`src/rtl/vending_machine_param_if.sv`:
```
// Coin acceptor / actuator bundle for the parametrised vending machine.
// Change handshake: chg_half/chg_one are requests held stable until chg_ack; a coin transfers on an edge where request and chg_ack are both high.
interface vending_machine_param_if #(
  parameter int CW = 4
);
  logic          coin_half;
  logic          coin_one;
  logic          cancel;
  logic          chg_ack;
  logic [CW-1:0] credit;
  logic          cola;
  logic          chg_half;
  logic          chg_one;
  logic          coin_reject;
  logic          busy;
  logic [1:0]    fsm_state;

  modport master (
    output coin_half, coin_one, cancel, chg_ack,
    input  credit, cola, chg_half, chg_one, coin_reject, busy, fsm_state
  );

  modport slave (
    input  coin_half, coin_one, cancel, chg_ack,
    output credit, cola, chg_half, chg_one, coin_reject, busy, fsm_state
  );
endinterface

```
`src/rtl/vending_machine_param.sv`:
```
// Parametrised vending FSM: accumulates half/one coins, vends at PRICE,
// then pays change or a cancel refund largest coin first.
module vending_machine_param #(
  parameter int PRICE = 4,
  parameter int CW    = 4
) (
  input  logic                     sys_clk,
  input  logic                     sys_rst_n,
  vending_machine_param_if.slave   bus
);

  typedef enum logic [1:0] {
    COLLECT = 2'd0,
    VEND    = 2'd1,
    CHANGE  = 2'd2
  } state_t;

  localparam logic [CW-1:0] PRICE_C = CW'(PRICE);
  localparam logic [CW-1:0] ONE_C   = CW'(1);
  localparam logic [CW-1:0] TWO_C   = CW'(2);

  state_t        state_q, state_d;
  logic [CW-1:0] credit_q, credit_d;
  logic          reject_q, reject_d;
  logic [CW-1:0] add, sum, dec;
  logic          coin_any, req_any;

  always_ff @(posedge sys_clk or negedge sys_rst_n) begin
    if (!sys_rst_n) begin
      state_q  <= COLLECT;
      credit_q <= '0;
      reject_q <= 1'b0;
    end else begin
      state_q  <= state_d;
      credit_q <= credit_d;
      reject_q <= reject_d;
    end
  end

  always_comb begin
    state_d  = state_q;
    credit_d = credit_q;
    reject_d = 1'b0;
    coin_any = bus.coin_half | bus.coin_one;
    add      = (bus.coin_one ? TWO_C : '0) + (bus.coin_half ? ONE_C : '0);
    sum      = credit_q + add;
    dec      = credit_q - ((credit_q >= TWO_C) ? TWO_C : ONE_C);
    req_any  = bus.chg_one | bus.chg_half;

    case (state_q)
      COLLECT: begin
        if (bus.cancel) begin
          // Cancel always wins over coins, even with nothing to refund.
          reject_d = coin_any;
          if (credit_q != '0) state_d = CHANGE;
        end else begin
          credit_d = sum;
          if (sum >= PRICE_C) state_d = VEND;
        end
      end
      VEND: begin
        reject_d = coin_any;
        credit_d = credit_q - PRICE_C;
        state_d  = (credit_q != PRICE_C) ? CHANGE : COLLECT;
      end
      CHANGE: begin
        reject_d = coin_any;
        if (req_any && bus.chg_ack) begin
          credit_d = dec;
          if (dec == '0) state_d = COLLECT;
        end
      end
      default: begin
        state_d  = COLLECT;
        credit_d = '0;
      end
    endcase
  end

  assign bus.credit      = credit_q;
  assign bus.cola        = (state_q == VEND);
  assign bus.busy        = (state_q != COLLECT);
  assign bus.chg_one     = (state_q == CHANGE) && (credit_q >= TWO_C);
  assign bus.chg_half    = (state_q == CHANGE) && (credit_q == ONE_C);
  assign bus.coin_reject = reject_q;
  assign bus.fsm_state   = state_q;

endmodule

```
`src/flat_wrapper.sv`:
```
// flat-port wrapper written by rule: the top's interface ports become plain ports
module vending_machine_param_flat 
#(
  parameter int PRICE = 4,
  parameter int CW    = 4
)
  (sys_clk, sys_rst_n, bus_coin_half, bus_coin_one, bus_cancel, bus_chg_ack, bus_credit, bus_cola, bus_chg_half, bus_chg_one, bus_coin_reject, bus_busy, bus_fsm_state);
  vending_machine_param_if #(.CW(CW)) bus_i ();
  input  logic sys_clk;
  input  logic sys_rst_n;
  input wire logic [$bits(bus_i.coin_half)-1:0] bus_coin_half;
  input wire logic [$bits(bus_i.coin_one)-1:0] bus_coin_one;
  input wire logic [$bits(bus_i.cancel)-1:0] bus_cancel;
  input wire logic [$bits(bus_i.chg_ack)-1:0] bus_chg_ack;
  output wire logic [$bits(bus_i.credit)-1:0] bus_credit;
  output wire logic [$bits(bus_i.cola)-1:0] bus_cola;
  output wire logic [$bits(bus_i.chg_half)-1:0] bus_chg_half;
  output wire logic [$bits(bus_i.chg_one)-1:0] bus_chg_one;
  output wire logic [$bits(bus_i.coin_reject)-1:0] bus_coin_reject;
  output wire logic [$bits(bus_i.busy)-1:0] bus_busy;
  output wire logic [$bits(bus_i.fsm_state)-1:0] bus_fsm_state;
  assign bus_i.coin_half = bus_coin_half;
  assign bus_i.coin_one = bus_coin_one;
  assign bus_i.cancel = bus_cancel;
  assign bus_i.chg_ack = bus_chg_ack;
  assign bus_credit = bus_i.credit;
  assign bus_cola = bus_i.cola;
  assign bus_chg_half = bus_i.chg_half;
  assign bus_chg_one = bus_i.chg_one;
  assign bus_coin_reject = bus_i.coin_reject;
  assign bus_busy = bus_i.busy;
  assign bus_fsm_state = bus_i.fsm_state;
  vending_machine_param #(.PRICE(PRICE), .CW(CW)) u_core (.sys_clk(sys_clk), .sys_rst_n(sys_rst_n), .bus(bus_i));
endmodule
```
`config.mk`:
```
export PLATFORM = sky130hd
export DESIGN_NAME = vending_machine_param_flat
export DESIGN_NICKNAME = d
export VERILOG_FILES = /design/src/rtl/vending_machine_param_if.sv /design/src/rtl/vending_machine_param.sv /design/src/flat_wrapper.sv
export SDC_FILE = /design/constraint.sdc
export NUM_CORES = 1
export LEC_CHECK = 0
export BUFFER_PORTS_ARGS = -buffer_cell sky130_fd_sc_hd__buf_2
export CAP_MARGIN = 30
export CORE_ASPECT_RATIO = 0.6
export CORE_MARGIN = 2
export CORE_UTILIZATION = 23
export DETAILED_ROUTE_END_ITERATION = 7
export PLACE_DENSITY = 0.49
export SETUP_SLACK_MARGIN = 0.1
export SYNTH_ARGS = -nofsm -noshare
export SYNTH_HDL_FRONTEND = slang
export SYNTH_SLANG_ARGS = --single-unit
```
`constraint.sdc`:
```
create_clock -name sys_clk -period 2.9 [get_ports sys_clk]
set_input_delay 0.435 -clock sys_clk [delete_from_list [all_inputs] [get_ports sys_clk]]
set_output_delay 0.435 -clock sys_clk [all_outputs]
set_load 0.1 [all_outputs]
```
==> summary.md, run 1 <==
| Metric | Value |
|---|---|
| Clock slew at the register clock pins of the worst setup and hold paths | 0.04 ns |
| Netlist cell types | 41 |
| Status | complete, no violations |
| DIE HEIGHT | 47.8 µm |
| Kind of end point of the critical path | flip-flop |
| Initial antenna violation count | 0 |
| Clock buffer depth | 2 |
| Aggregate global routing overflow | 0 |
| RePlAce Congestion | 0.849 |
| Worst Skew | 0.00369 ns |
| Sinks on the clock net | 7 |
| Cell with the most instances after synthesis | sky130_fd_sc_hd__ha_1 |
| Area growth from synthesis to final layout | 25.5% |
| Async set or reset register ratio after synthesis | 100% |
| Leading cell types by count after synthesis | sky130_fd_sc_hd__ha_1 (9), sky130_fd_sc_hd__dfrtp_1 (7), sky130_fd_sc_hd__inv_1 (7), sky130_fd_sc_hd__nand2_1 (5), sky130_fd_sc_hd__nor2_1 (4) |
| Post-route DRC | 0 |
| Cells taking the most area after synthesis | sky130_fd_sc_hd__dfrtp_1 (24%), sky130_fd_sc_hd__ha_1 (15%), sky130_fd_sc_hd__fa_1 (5.4%), sky130_fd_sc_hd__inv_1 (3.6%), sky130_fd_sc_hd__nand2_1 (2.5%) |
| Total Routing Usage GR | 11.7% |
| Insertion delay to the later sink of the worst-skew pair | 0.23 ns |
| Fraction of synthesized cell area taken by the top area cell type | 23.8% |
| Yosys reg bits | 7 |
| Number of flops mapped to enable cells by yosys | 0 |
| Depth of the worst register-to-register path | 12 |
| First-pass GRT wire length | 3140 µm |
| Worst-case register-to-register setup slack | 0.25 ns |
| Largest net degree at the start of global routing | 11 |
| Net count after synthesis | 96 |
| Clock H-tree levels | 1 |
| Primary FF master, synth | sky130_fd_sc_hd__dfrtp_1 |
| Final number of hold-violating endpoints | 0 |
| Required time worst endpoint | 3.05 ns |
| # rows | 15 |
| Total count of max-transition violations in the final report | 0 |
| Endpoints failing setup | 0 |
| Startpoint of the worst register-to-register path | u_core.bus.credit[2] |
| Cell type contributing the most total cell area after synthesis | sky130_fd_sc_hd__dfrtp_1 |
| Fin nets | 115 |
| Die boundary width | 77.1 µm |
| Fraction of layout cells with a size suffix above 1 | 37.1% |
| Half-perimeter wire length after detailed placement | 1570 µm |
| Routed length per instance | 14.6 µm |
| Core ar. | 2970 µm² |
| Number of global-route vias before repair | 640 |
| Number of buffers inserted by hold repair at cts | 0 |
| Number of ports placed on the die boundary | 17 |
| Slew Limit Headroom | 54.1% |
| Critical path startpoint category | flip-flop |
| Post-DRT Antenna Nets | 0 |
| Post-detailed-routing wire length | 2020 µm |
| Max capacitance violation total | 0 |
| Fraction of the cycle the final worst path needs | 91.3% |
| Final period demand of the worst path | 2.65 ns |
| Number of DRC markers after the initial detailed-route iteration | 44 |
| Average cell area after synthesis | 9.33 µm² |
| Number of buffer cells added on primary ports | 16 |
| Highest attainable clock frequency | 378 MHz |
| Sum of negative setup slack | 0 ns |
| Worst Hold Class | primary input to asynchronous set/reset pin |
| Yosys synthesis warning count | 0 |
| Actual transition at the worst max-transition pin | 0.688 ns |
| Crit Path Max Fanout | 10 |
| Num CTS Buffers | 3 |
| Share of synthesized area occupied by flip-flops and latches | 23.8% |
| Average via count per standard cell | 5.01 |
| Via count | 697 |
| Gate Count Post-Synth | 79 |
| Iteration count of the initial detailed-routing pass | 4 |
| R2R Path End | u_core.bus.fsm_state[0] |
| Diodes inserted | 0 |
| Netlist Area Pre-Place | 737 µm² |
| Effective utilization at floorplan | 24.9% |
| Setup repair after global routing missed its margin | false |
| Critical path data arrival time | 2.80 ns |
| Clock tree from TritonCTS | yes |
| Category of the most critical setup path | flip-flop to flip-flop |
| Buffer cell driving the clock tree root | sky130_fd_sc_hd__clkbuf_8 |
| Die area | 3690 µm² |
worst max-delay path: stages (launching register included):
cell	delay, ns
sky130_fd_sc_hd__dfrtp_2	0.48
sky130_fd_sc_hd__inv_1	0.11
sky130_fd_sc_hd__ha_1	0.14
sky130_fd_sc_hd__nand2b_1	0.15
sky130_fd_sc_hd__inv_2	0.16
sky130_fd_sc_hd__ha_1	0.19
sky130_fd_sc_hd__inv_1	0.05
sky130_fd_sc_hd__fa_1	0.38
sky130_fd_sc_hd__xnor2_1	0.17
sky130_fd_sc_hd__nor3b_2	0.22
sky130_fd_sc_hd__a21oi_2	0.11
sky130_fd_sc_hd__nor3_1	0.21
sky130_fd_sc_hd__a2bb2oi_1	0.18
sequential cells by signal, indices dropped and copies added (netlist names):
signal / cells
u_core.bus.credit: 4
u_core.bus.fsm_state: 2
u_core.bus.coin_reject: 1
cells by family (layout without fill, tap and decap cells):
logic type / count (synthesis) / in the layout / share of synthesized area (%)
compound gates: 25 / 25 / 29.2
simple gates: 22 / 22 / 16.6
buf+inv: 12 / 30 / 7.30
fa+ha+maj: 11 / 11 / 20.7
flops: 7 / 7 / 23.8
xor+xnor: 2 / 2 / 2.38
layout by cell type, fill, tap and decap left out, types with 2 or more instances in the layout:
| cell type | synthesis | layout |
|---|---|---|
| sky130_fd_sc_hd__dfrtp_1 | 7 | 4 |
| sky130_fd_sc_hd__o31ai_1 | 2 | 2 |
| sky130_fd_sc_hd__nor2_2 | 1 | 2 |
| sky130_fd_sc_hd__nor2_1 | 4 | 3 |
| sky130_fd_sc_hd__a21o_1 | 2 | 2 |
| sky130_fd_sc_hd__a211o_1 | 2 | 2 |
| sky130_fd_sc_hd__buf_2 | 1 | 16 |
| sky130_fd_sc_hd__inv_2 | 3 | 3 |
| sky130_fd_sc_hd__inv_1 | 7 | 7 |
| sky130_fd_sc_hd__fa_1 | 2 | 2 |
| sky130_fd_sc_hd__clkbuf_8 | 0 | 3 |
| sky130_fd_sc_hd__nand2b_1 | 2 | 2 |
| sky130_fd_sc_hd__nand2_1 | 5 | 5 |
| sky130_fd_sc_hd__o21ai_0 | 2 | 2 |
| sky130_fd_sc_hd__nor3_1 | 3 | 2 |
| sky130_fd_sc_hd__ha_1 | 9 | 9 |
| sky130_fd_sc_hd__dfrtp_2 | 0 | 3 |
what timing repair did:
item                       CTS  global route
setup endpoints to repair    0             2
setup buffers                0             0
gates resized for setup      0             2
worst max path at each step:
stage / cells after the start / start / to / slack [ns]
2_1_floorplan: 12 / u_core.bus.credit[2] / u_core.bus.fsm_state[1] / 0.13
3_3_place_gp: 12 / u_core.bus.credit[2] / u_core.bus.fsm_state[1] / 0.24
3_5_place_dp: 11 / u_core.bus.credit[2] / u_core.bus.fsm_state[0] / 0.21
4_1_cts: 12 / u_core.bus.credit[2] / u_core.bus.fsm_state[0] / 0.20
5_1_grt: 11 / u_core.bus.credit[2] / u_core.bus.fsm_state[0] / 0.09
6_report: 12 / u_core.bus.credit[2] / u_core.bus.fsm_state[0] / 0.25
layout make-up:
| class | count | area (µm²) |
|---|---|---|
| repair buffers | 16 | 80.1 |
| inverters | 10 | 37.5 |
| multi-input cells | 60 | 531 |
| well taps | 42 | 52.6 |
| fillers | 336 | 2040 |
| clock buffers | 4 | 45.0 |
| flip-flops and latches | 7 | 179 |
layer usage:
layer,vias to the layer above,GRT usage (%),wire (µm)
met3,4,4.34,108
met5,-,0,0
met1,338,16.4,1100
li1,329,-,-
met4,0,1.07,6
met2,26,17.9,806
stage by stage:
stage          std cells  hold slack (ns)  setup WS (ns)  cell area, µm²  util [%]
5_1_grt              139           0.0404         0.0898             925      31.2
3_5_place_dp         135            0.282          0.206             871      29.4
2_1_floorplan         79            0.139          0.134             754         -
4_1_cts              139           0.0373          0.205             916      30.9
6_report             139           0.0340          0.252             925      31.2
3_3_place_gp         135            0.281          0.235             871      29.4
Power of run 1 is left out: the tool's default activity adds up to more than one toggle a clock period on the data nets, which glitch-free logic cannot reach.
==> run 2, diff against run 1 <==
--- a/config.mk
+++ b/config.mk
@@ -5,6 +5,7 @@
 export SDC_FILE = /design/constraint.sdc
 export NUM_CORES = 1
 export LEC_CHECK = 0
+export ABC_AREA = 1
 export BUFFER_PORTS_ARGS = -buffer_cell sky130_fd_sc_hd__buf_2
 export CAP_MARGIN = 30
 export CORE_ASPECT_RATIO = 0.6
==> constraint.sdc (replaced) <==
create_clock -name sys_clk -period 3.1 [get_ports sys_clk]
set_input_delay 0.465 -clock sys_clk [delete_from_list [all_inputs] [get_ports sys_clk]]
set_output_delay 0.465 -clock sys_clk [all_outputs]
set_load 0.1 [all_outputs]
==> summary.md, run 2 <==
| Metric | Value |
|---|---|
| Total count of max-transition violations in the final report | 0 |
| Primary FF master, synth | sky130_fd_sc_hd__dfrtp_1 |
| Cells taking the most area after synthesis | sky130_fd_sc_hd__dfrtp_1 (25%), sky130_fd_sc_hd__ha_1 (16%), sky130_fd_sc_hd__nand2_1 (15%), sky130_fd_sc_hd__inv_1 (7.9%), sky130_fd_sc_hd__nand3_1 (7.7%) |
| Netlist Area Pre-Place | 711 µm² |
| Async set or reset register ratio after synthesis | 100% |
| Number of flops mapped to enable cells by yosys | 0 |
| Number of buffers inserted by hold repair at cts | 0 |
| Yosys reg bits | 7 |
| Clock H-tree levels | 1 |
| Highest attainable clock frequency | 387 MHz |
| Total Routing Usage GR | 10.6% |
| Cell total after placement | 158 |
| Status | complete, no violations |
| Fraction of the cycle the final worst path needs | 83.4% |
| Effective utilization at floorplan | 24.4% |
| Worst setup margin | 0.514 ns |
| Worst Skew | 0.000142 ns |
| Depth of the worst register-to-register path | 13 |
| Placed cell area | 847 µm² |
| Number of DRC markers after the initial detailed-route iteration | 34 |
| Post-detailed-routing wire length | 1800 µm |
| Number of flip-flops under the largest register name | 4 |
| Actual transition at the worst max-transition pin | 0.492 ns |
| Iteration count of the initial detailed-routing pass | 4 |
| Final number of hold-violating endpoints | 0 |
| Kind of end point of the critical path | flip-flop |
| Worst Hold Class | primary input to asynchronous set/reset pin |
| Clock slew at the register clock pins of the worst setup and hold paths | 0.04 ns |
| Fin nets | 138 |
| Leading cell types by count after synthesis | sky130_fd_sc_hd__nand2_1 (29), sky130_fd_sc_hd__inv_1 (15), sky130_fd_sc_hd__nand3_1 (11), sky130_fd_sc_hd__ha_1 (9), sky130_fd_sc_hd__dfrtp_1 (7) |
| Die boundary width | 75.8 µm |
| Netlist cell types | 22 |
| Initial antenna violation count | 0 |
| Crit Path Max Fanout | 5 |
| Critical path startpoint category | flip-flop |
| # rows | 15 |
| Final period demand of the worst path | 2.59 ns |
| Largest net degree at the start of global routing | 10 |
| Slew Limit Headroom | 67.4% |
| Summed area of non-filler cells in the final layout | 892 µm² |
| Max capacitance violation total | 0 |
| Most frequent standard cell in the layout excluding fill and tap cells | sky130_fd_sc_hd__nand2_1 |
| Num CTS Buffers | 3 |
| Launching instance or port of the critical path | u_core.bus.credit[3] |
| First-pass GRT wire length | 2820 µm |
| Gate Count Post-Synth | 101 |
| Cell type contributing the most total cell area after synthesis | sky130_fd_sc_hd__dfrtp_1 |
| Insertion delay to the later sink of the worst-skew pair | 0.22 ns |
| Post-route DRC | 0 |
| Category of the most critical setup path | flip-flop to flip-flop |
| Aggregate global routing overflow | 0 |
| Sinks on the clock net | 7 |
| Share of synthesized area occupied by flip-flops and latches | 24.6% |
| Net count after synthesis | 118 |
| Routed length per instance | 11.1 µm |
| Area growth from synthesis to final layout | 25.5% |
| DIE HEIGHT | 47.1 µm |
| Cell with the most instances after synthesis | sky130_fd_sc_hd__nand2_1 |
| Startpoint of the worst register-to-register path | u_core.bus.credit[3] |
| Post-cts repair resize count | 0 |
| Average cell area after synthesis | 7.04 µm² |
| Half-perimeter wire length after detailed placement | 1520 µm |
| Buffer cell driving the clock tree root | sky130_fd_sc_hd__clkbuf_8 |
| Fraction of layout cells with a size suffix above 1 | 27.5% |
| Yosys synthesis warning count | 0 |
| RePlAce Congestion | 0.838 |
| Clock tree from TritonCTS | yes |
| Number of buffer cells added on primary ports | 16 |
| Post-CTS Setup Repair Bufs | 0 |
| Diodes inserted | 0 |
| Fraction of synthesized cell area taken by the top area cell type | 24.6% |
| Die area | 3560 µm² |
| Worst slack at placement | 0.561 ns |
| Via count | 698 |
| Number of global-route vias before repair | 589 |
| Clock buffer depth | 2 |
| Average via count per standard cell | 4.31 |
| Fill count | 335 |
| Post-DRT Antenna Nets | 0 |
| Critical path data arrival time | 2.69 ns |
| Number of standard cells in the final layout excluding fillers | 162 |
| Number of ports placed on the die boundary | 17 |
| Required time worst endpoint | 3.21 ns |
| Endpoints failing setup | 0 |
| Core ar. | 2910 µm² |
| Most frequent cells in the layout | sky130_fd_sc_hd__nand2_1 (29), sky130_fd_sc_hd__buf_2 (16), sky130_fd_sc_hd__inv_1 (15), sky130_fd_sc_hd__nand3_1 (11), sky130_fd_sc_hd__ha_1 (9) |
| Setup repair after global routing missed its margin | false |
## run 2: changes by cell type in the layout (fill, tap and decap cells not counted), moves of 2 or more
| cell | previous run | this run |
|---|---|---|
| sky130_fd_sc_hd__a21o_1 | 2 | 0 |
| sky130_fd_sc_hd__dfrtp_2 | 3 | 1 |
| sky130_fd_sc_hd__o31ai_1 | 2 | 0 |
| sky130_fd_sc_hd__a211o_1 | 2 | 0 |
| sky130_fd_sc_hd__nand4_1 | 0 | 3 |
| sky130_fd_sc_hd__nor3_1 | 2 | 0 |
| sky130_fd_sc_hd__nand3_1 | 1 | 11 |
| sky130_fd_sc_hd__nand3_2 | 0 | 2 |
| sky130_fd_sc_hd__dfrtp_1 | 4 | 6 |
| sky130_fd_sc_hd__inv_1 | 7 | 15 |
| sky130_fd_sc_hd__nand2b_1 | 2 | 0 |
| sky130_fd_sc_hd__nand2_1 | 5 | 29 |
## run 2: metal layers
layer  vias up  GRT usage [%]  wire [µm]
met5         -              0          0
met4         0           3.16          6
li1        363              -          -
met2        28           14.7        641
met3         2           1.29        109
met1       305           16.8       1040
## run 2: cells by family after synthesis
group,count (synthesis),synth area share (%)
simple gates,53,34.0
buf+inv,21,11.4
fa+ha+maj,11,21.5
compound gates,8,7.22
flops,7,24.6
xor+xnor,1,1.23
## run 2: worst paths after layout
| check | end | slack, ns |
|---|---|---|
| min in group sys_clk | u_core.bus.fsm_state[0] | 0.57 |
| min | u_core.bus.credit[3] | 0.07 |
| min reg2reg | u_core.bus.fsm_state[0] | 0.57 |
| max reg2reg | u_core.bus.fsm_state[0] | 0.51 |
| max | u_core.bus.fsm_state[0] | 0.51 |
| max in group asynchronous | u_core.bus.credit[2] | 2.87 |
## run 2: metrics by stage
stage / utilization (%) / TNS [ns] / hold WS [ns]
3_3_place_gp: 29.1 / 0 / 0.302
2_1_floorplan: - / -0.0404 / 0.169
3_5_place_dp: 29.1 / 0 / 0.304
5_1_grt: 30.7 / 0 / 0.0757
6_report: 30.7 / 0 / 0.0665
4_1_cts: 30.7 / 0 / 0.0678
## run 2: cell type report
type	instances	area (µm²)	share of cell area, %
inverters	20	76.3	8.56
flip-flops and latches	7	176	19.8
multi-input cells	73	462	51.8
clock buffers	4	45.0	5.05
repair buffers	16	80.1	8.98
well taps	42	52.6	5.89
## run 2: critical path, cell delays in order (launching register included)
cell and delay [ns]:
sky130_fd_sc_hd__dfrtp_1 0.43, sky130_fd_sc_hd__inv_1 0.17, sky130_fd_sc_hd__ha_1 0.21, sky130_fd_sc_hd__nand2_1 0.09, sky130_fd_sc_hd__inv_1 0.16, sky130_fd_sc_hd__ha_1 0.17, sky130_fd_sc_hd__inv_1 0.06, sky130_fd_sc_hd__fa_1 0.47
sky130_fd_sc_hd__o21ai_0 0.20, sky130_fd_sc_hd__nand3_1 0.10, sky130_fd_sc_hd__nor2_1 0.19, sky130_fd_sc_hd__nand3_2 0.10, sky130_fd_sc_hd__nand2_1 0.07, sky130_fd_sc_hd__nand2_1 0.05
Power of run 2 is left out for the same reason.
